`config.mk`:
```
export PLATFORM = sky130hd
export DESIGN_NAME = spi_trig_rx_flat
export DESIGN_NICKNAME = d
export VERILOG_FILES = /design/src/rtl/la_pkg.sv /design/src/rtl/spi_trig_rx_if.sv /design/src/rtl/la_sync.sv /design/src/rtl/spi_trig_rx.sv /design/src/flat_wrapper.sv
export SDC_FILE = /design/constraint.sdc
export NUM_CORES = 1
export LEC_CHECK = 0
export BUFFER_PORTS_ARGS = -buffer_cell sky130_fd_sc_hd__buf_2
export CORE_ASPECT_RATIO = 1.5
export CORE_MARGIN = 3
export CORE_UTILIZATION = 49
export CTS_BUF_LIST = sky130_fd_sc_hd__clkbuf_4 sky130_fd_sc_hd__clkbuf_8
export DETAILED_ROUTE_END_ITERATION = 12
export PLACE_DENSITY_LB_ADDON = 0.05
export SLEW_MARGIN = 20
export SYNTH_ARGS = -nofsm -noshare
export SYNTH_HDL_FRONTEND = slang
export SYNTH_SLANG_ARGS = --single-unit
```
`constraint.sdc`:
```
create_clock -name clk -period 3.4 [get_ports clk]
set_clock_uncertainty 0.2 [all_clocks]
set_input_delay 0.51 -clock clk [delete_from_list [all_inputs] [get_ports clk]]
set_output_delay 0.51 -clock clk [all_outputs]
set_load 0.02 [all_outputs]
```
`src/rtl/la_pkg.sv`:
```
// Shared types and constants for the logic-analyzer protocol-trigger blocks.
package la_pkg;

  typedef enum logic {
    IDLE = 1'b0,
    RX   = 1'b1
  } spi_state_t;

  localparam int SPI_LEN8  = 8;
  localparam int SPI_LEN16 = 16;
  localparam int SPI_CMP_W = SPI_LEN16;

  // Debug view: FSM state, captured word, and the edge-detect flops {ss, sclk, mosi}.
  typedef struct packed {
    spi_state_t           state;
    logic [SPI_CMP_W-1:0] shft;
    logic [2:0]           lines;
  } spi_dbg_t;

  // Masked compare: a bit matches when equal or marked don't-care.
  function automatic logic spi_hit(input logic [SPI_CMP_W-1:0] shft,
                                   input logic [SPI_CMP_W-1:0] match,
                                   input logic [SPI_CMP_W-1:0] mask,
                                   input logic                 len8);
    logic [SPI_CMP_W-1:0] eq;
    eq = ~(shft ^ match) | mask;
    return len8 ? &eq[SPI_LEN8-1:0] : &eq;
  endfunction

endpackage

```
`src/rtl/spi_trig_rx_if.sv`:
```
// Bundle of the monitored SPI lines, trigger configuration and trigger output.
interface spi_trig_rx_if;
  import la_pkg::*;

  // No valid/ready handshake here: SS_n/SCLK/MOSI are free-running async lines,
  // the config fields are quasi-static, and SPItrig is a one-clk pulse with no back-pressure.
  logic                 SS_n;
  logic                 SCLK;
  logic                 MOSI;
  logic                 edg;
  logic                 len8;
  logic [SPI_CMP_W-1:0] match;
  logic [SPI_CMP_W-1:0] mask;
  logic                 armed;
  logic                 SPItrig;

  modport master (output SS_n, SCLK, MOSI, edg, len8, match, mask, armed,
                  input  SPItrig);
  modport slave  (input  SS_n, SCLK, MOSI, edg, len8, match, mask, armed,
                  output SPItrig);
endinterface

```
`src/rtl/la_sync.sv`:
```
// Parameterized-depth synchronizer followed by one edge-detect flop.
module la_sync #(
  parameter int   STAGES  = 2,
  parameter logic RST_VAL = 1'b0
) (
  input  logic clk,
  input  logic rst_n,
  input  logic d,
  output logic q,
  output logic q_d
);

  logic [STAGES-1:0] sr;

  always_ff @(posedge clk or negedge rst_n) begin
    if (!rst_n) begin
      sr  <= {STAGES{RST_VAL}};
      q_d <= RST_VAL;
    end else begin
      sr  <= {sr[STAGES-2:0], d};
      q_d <= sr[STAGES-1];
    end
  end

  assign q = sr[STAGES-1];

endmodule

```
`src/rtl/spi_trig_rx.sv`:
```
// Passive SPI receiver that pulses SPItrig when a finished transaction matches match/mask.
// Optional SPI_TRIG_LEN_CHK_EN: also require the exact bit count (8 or 16) for a hit.
module spi_trig_rx
  import la_pkg::*;
#(
  parameter int SYNC_STAGES = 2
) (
  input  logic            clk,
  input  logic            rst_n,
  spi_trig_rx_if.slave    bus,
  output spi_dbg_t        dbg
);

  logic ss_q, ss_d, sclk_q, sclk_d, mosi_q, mosi_d;

  la_sync #(.STAGES(SYNC_STAGES), .RST_VAL(1'b1)) u_sync_ss (
    .clk(clk), .rst_n(rst_n), .d(bus.SS_n), .q(ss_q), .q_d(ss_d));
  la_sync #(.STAGES(SYNC_STAGES), .RST_VAL(1'b1)) u_sync_sclk (
    .clk(clk), .rst_n(rst_n), .d(bus.SCLK), .q(sclk_q), .q_d(sclk_d));
  la_sync #(.STAGES(SYNC_STAGES), .RST_VAL(1'b0)) u_sync_mosi (
    .clk(clk), .rst_n(rst_n), .d(bus.MOSI), .q(mosi_q), .q_d(mosi_d));

  logic ss_fall, ss_rise, sclk_sel;
  assign ss_fall  = ~ss_q & ss_d;
  assign ss_rise  = ss_q & ~ss_d;
  assign sclk_sel = bus.edg ? (sclk_q & ~sclk_d) : (~sclk_q & sclk_d);

  spi_state_t           state, state_nxt;
  logic                 start, shift_en, done, hit, trig_nxt, trig_q;
  logic [SPI_CMP_W-1:0] shft;

  // State register
  always_ff @(posedge clk or negedge rst_n) begin
    if (!rst_n) state <= IDLE;
    else        state <= state_nxt;
  end

  // Next-state logic
  always_comb begin
    state_nxt = state;
    case (state)
      IDLE:    if (ss_fall) state_nxt = RX;
      RX:      if (ss_rise) state_nxt = IDLE;
      default: state_nxt = IDLE;
    endcase
  end

  // Output decode; entry wins over a coincident SCLK edge because shift_en needs RX.
  always_comb begin
    start    = 1'b0;
    shift_en = 1'b0;
    done     = 1'b0;
    trig_nxt = 1'b0;
    if (state == IDLE) begin
      start = ss_fall;
    end else begin
      shift_en = sclk_sel;
      done     = ss_rise;
      trig_nxt = ss_rise & hit & bus.armed;
    end
  end

  always_ff @(posedge clk or negedge rst_n) begin
    if (!rst_n)        shft <= '0;
    else if (start)    shft <= '0;
    else if (shift_en) shft <= {shft[SPI_CMP_W-2:0], mosi_q};
  end

`ifdef SPI_TRIG_LEN_CHK_EN
  logic [4:0] cnt;

  always_ff @(posedge clk or negedge rst_n) begin
    if (!rst_n)                       cnt <= '0;
    else if (start)                   cnt <= '0;
    else if (shift_en && cnt != 5'd31) cnt <= cnt + 5'd1;
  end

  assign hit = spi_hit(shft, bus.match, bus.mask, bus.len8) &&
               (cnt == (bus.len8 ? 5'(SPI_LEN8) : 5'(SPI_LEN16)));
`else
  assign hit = spi_hit(shft, bus.match, bus.mask, bus.len8);
`endif

  always_ff @(posedge clk or negedge rst_n) begin
    if (!rst_n) trig_q <= 1'b0;
    else        trig_q <= trig_nxt;
  end

  assign bus.SPItrig = trig_q;

  assign dbg.state = state;
  assign dbg.shft  = shft;
  assign dbg.lines = {ss_d, sclk_d, mosi_d};

endmodule

```
`src/flat_wrapper.sv`:
```
// flat-port wrapper written by rule: the top's interface ports become plain ports
module spi_trig_rx_flat import la_pkg::*;
#(
  parameter int SYNC_STAGES = 2
)
  (clk, rst_n, dbg, bus_SS_n, bus_SCLK, bus_MOSI, bus_edg, bus_len8, bus_match, bus_mask, bus_armed, bus_SPItrig);
  spi_trig_rx_if bus_i ();
  input  logic clk;
  input  logic rst_n;
  output spi_dbg_t dbg;
  input wire logic [$bits(bus_i.SS_n)-1:0] bus_SS_n;
  input wire logic [$bits(bus_i.SCLK)-1:0] bus_SCLK;
  input wire logic [$bits(bus_i.MOSI)-1:0] bus_MOSI;
  input wire logic [$bits(bus_i.edg)-1:0] bus_edg;
  input wire logic [$bits(bus_i.len8)-1:0] bus_len8;
  input wire logic [$bits(bus_i.match)-1:0] bus_match;
  input wire logic [$bits(bus_i.mask)-1:0] bus_mask;
  input wire logic [$bits(bus_i.armed)-1:0] bus_armed;
  output wire logic [$bits(bus_i.SPItrig)-1:0] bus_SPItrig;
  assign bus_i.SS_n = bus_SS_n;
  assign bus_i.SCLK = bus_SCLK;
  assign bus_i.MOSI = bus_MOSI;
  assign bus_i.edg = bus_edg;
  assign bus_i.len8 = bus_len8;
  assign bus_i.match = bus_match;
  assign bus_i.mask = bus_mask;
  assign bus_i.armed = bus_armed;
  assign bus_SPItrig = bus_i.SPItrig;
  spi_trig_rx #(.SYNC_STAGES(SYNC_STAGES)) u_core (.clk(clk), .rst_n(rst_n), .bus(bus_i), .dbg(dbg));
endmodule
```
==> impl_metrics.yaml <==
clocking:
  cts_buffer_depth: 2
  cts_tree: "built"
  clock-sinks: 27
  ctsResizeCount: 0
  worst_skew_pair.late_latency_ns: 0.32
  ctsHtreeMaxLevel: 1
  clk_pin_slew_ns: 0.14
  cts-root-buf: "clkbuf_4"
  cts_made_buffers: 3
floorplanning:
  rows: 21
  io-pin-count: 61
  coreArea_um2: 2260
  start_util_pct: 51.8
  die_w_um: 45.9
  chipHeight_um: 65.8
  die-area_um2: 3020
synth:
  yosys_warnings: 0
  syn-num-nets: 126
  yosysSeqAreaShare_pct: 58.4
  ys_ff_latch: 27
  syn-instance-count: 86
  avgSynthCellArea_um2: 13.6
  ys_types: 17
  syn_area_um2: 1170
timing:
  worst_slew_pin_slew_ns: 0.564
  rsz0062_at_grt: "no"
  finalHoldViolations: 0
  holdWs_ns: 0.0628
  period_share_pct: 60.7
  maxSlewViolCount: 0
  fmax_mhz: 485
  setup_viol: 0
  fin_crit_ns: 2.06
  tns_ns: 0
  timing.slew.headroom_pct: 62.4
  setup_ws_ns: 1.34
worst_setup_path:
  start_kind: "flip-flop"
  critPathTopFamily: "compound AO/OA/AOI/OAI gates"
  arrival_ns: 2.08
  slowest_stage: "dfstp_2"
  crit_required_ns: 3.42
  path_buf_inv: 0
  path_cells: "or3b_4, a21boi_4, a21oi_4, a22o_1"
  end_kind: "flip-flop"
  critPathMaxFanout: 17
  crit_type: "reg2reg"
  slowest_delay_ns: 0.56
grt:
  grt_use_total_pct: 17.6
  grt_max_degree: 28
  grt-ovfl-total: 0
  grt_pass1_vias: 878
  antenna_found_initial: 0
  grt_pass1_wl_um: 3840
finish:
  layout_common_cells: "60 x buf_2, 21 x dfrtp_1, 16 x xnor2_1, 16 x a22o_1, 7 x o22ai_1"
  fin_util_pct: 65.9
  regArea_um2: 683
  multi_input_area_um2: 434
  stdcell_area_um2: 1490
  fillers: 189
  final_common_cell: "buf_2"
  antenna_cells: 0
  final_cells: 168
  area_growth_syn_to_layout_pct: 27.4
  drive_gt1_share_pct: 50.3
  fin_nets: 186
place:
  dp_slack_ns: 1.27
  dp.cells: 163
  io_buffer_count: 60
  hpwl_um: 1810
  place_area_um2: 1450
  gp_congestion: 0.683
power:
  p_leak_nw: 0.762
  powerDensity_nw_per_um2: 398
  ir_drop_mv: 0.317
  pwr-share-seq_pct: 59.3
  totalPowerFinal_mw: 0.593
  power.internal_mw: 0.441
  pwr-share-comb_pct: 16.7
  power_switching_mw: 0.152
  swShare_pct: 25.7
  clkPwrFrac_pct: 24.0
min_path:
  worstHoldPathType: "in2reg"
route:
  dr.pass1.iters: 4
  drcViolationCount: 0
  wirelength_um: 2360
  drtIter0Drc: 16
  dr_total_vias: 902
  antenna_left: 0
  routedWlPerCell_um: 14.0
  viasPerCell: 5.37
run:
  drv_cap: 0
status:
  status: "complete, no violations"
power groups by stage:
stage	Combinational (mW)	Clock, mW	Sequential, mW
final	0.0991	0.142	0.352
after detailed placement	0.100	0	0.358
after CTS	0.101	0.148	0.352
after global placement	0.0978	0	0.357
after global routing	0.109	0.163	0.355
after floorplan	0.0529	0	0.363
cell families after synthesis:
logic type,after synthesis,synth area share [%]
compound gates,26,19.6
simple gates,9,4.71
xor+xnor,16,12.0
fa+ha+maj,1,0.856
buf+inv,7,4.49
flops,27,58.4
sequential cells by signal, summed over array words and instances, names as in the netlist:
| name | cells |
|---|---|
| u_core.state | 1 |
| u_core.u_sync_mosi.sr | 2 |
| u_core.bus.SPItrig | 1 |
| u_core.u_sync_mosi.q_d | 1 |
| u_core.u_sync_ss.q_d | 1 |
| u_core.u_sync_ss.sr | 2 |
| u_core.u_sync_sclk.sr | 2 |
| u_core.u_sync_sclk.q_d | 1 |
| u_core.shft | 16 |
repair_timing:
action	CTS	global route
hold buffers	1	0
setup endpoints to repair	0	0
setup buffers	0	0
endpoints found under the hold margin	21	0
synth_stat cells (all sizes together):
cell type / instances / area share [%]
dfrtp: 21 / 45
a22o: 16 / 12
xnor2: 16 / 12
o22ai: 7 / 3.7
buf: 6 / 4.2
dfstp: 6 / 13
nor2: 4 / 1.3
nor4: 2 / 1.1
a21boi: 1 / 1.6
a21oi: 1 / 1.4
inv: 1 / 0.32
maj3: 1 / 0.86
nand3b: 1 / 0.64
nand4b: 1 / 0.75
o211a: 1 / 0.86
or3b: 1 / 0.96
final timing paths:
path | start | endpoint | slack (ns) | depth (start not counted)
max | u_core.u_sync_sclk.q_d | u_core.shft[11] | 1.34 | 4
min | bus_SS_n | u_core.u_sync_ss.sr[0] | 0.06 | 1
max reg2reg | u_core.u_sync_sclk.q_d | u_core.shft[11] | 1.34 | 4
min reg2reg | u_core.u_sync_sclk.sr[0] | u_core.u_sync_sclk.sr[1] | 0.17 | 0
max in group asynchronous | rst_n | u_core.shft[8] | 2.13 | 2
min in group asynchronous | rst_n | u_core.state | 0.49 | 2
cell type report:
cell class	count	area share [%]
sequential	27	45.8
multi-input combinational	52	29.1
timing repair buffer	61	20.8
clock buffer	4	2.02
tap	23	1.93
inverter	1	0.252
routing by layer:
metal | vias up | share of wire (%) | global-route usage [%]
li1 | 435 | - | -
met1 | 416 | 41 | 21.7
met2 | 47 | 47 | 28.4
met3 | 4 | 9.1 | 2.72
met4 | 0 | 2.2 | 9.61
met5 | - | 0 | 0
No activity file was read; power rests on OpenSTA's default activity.
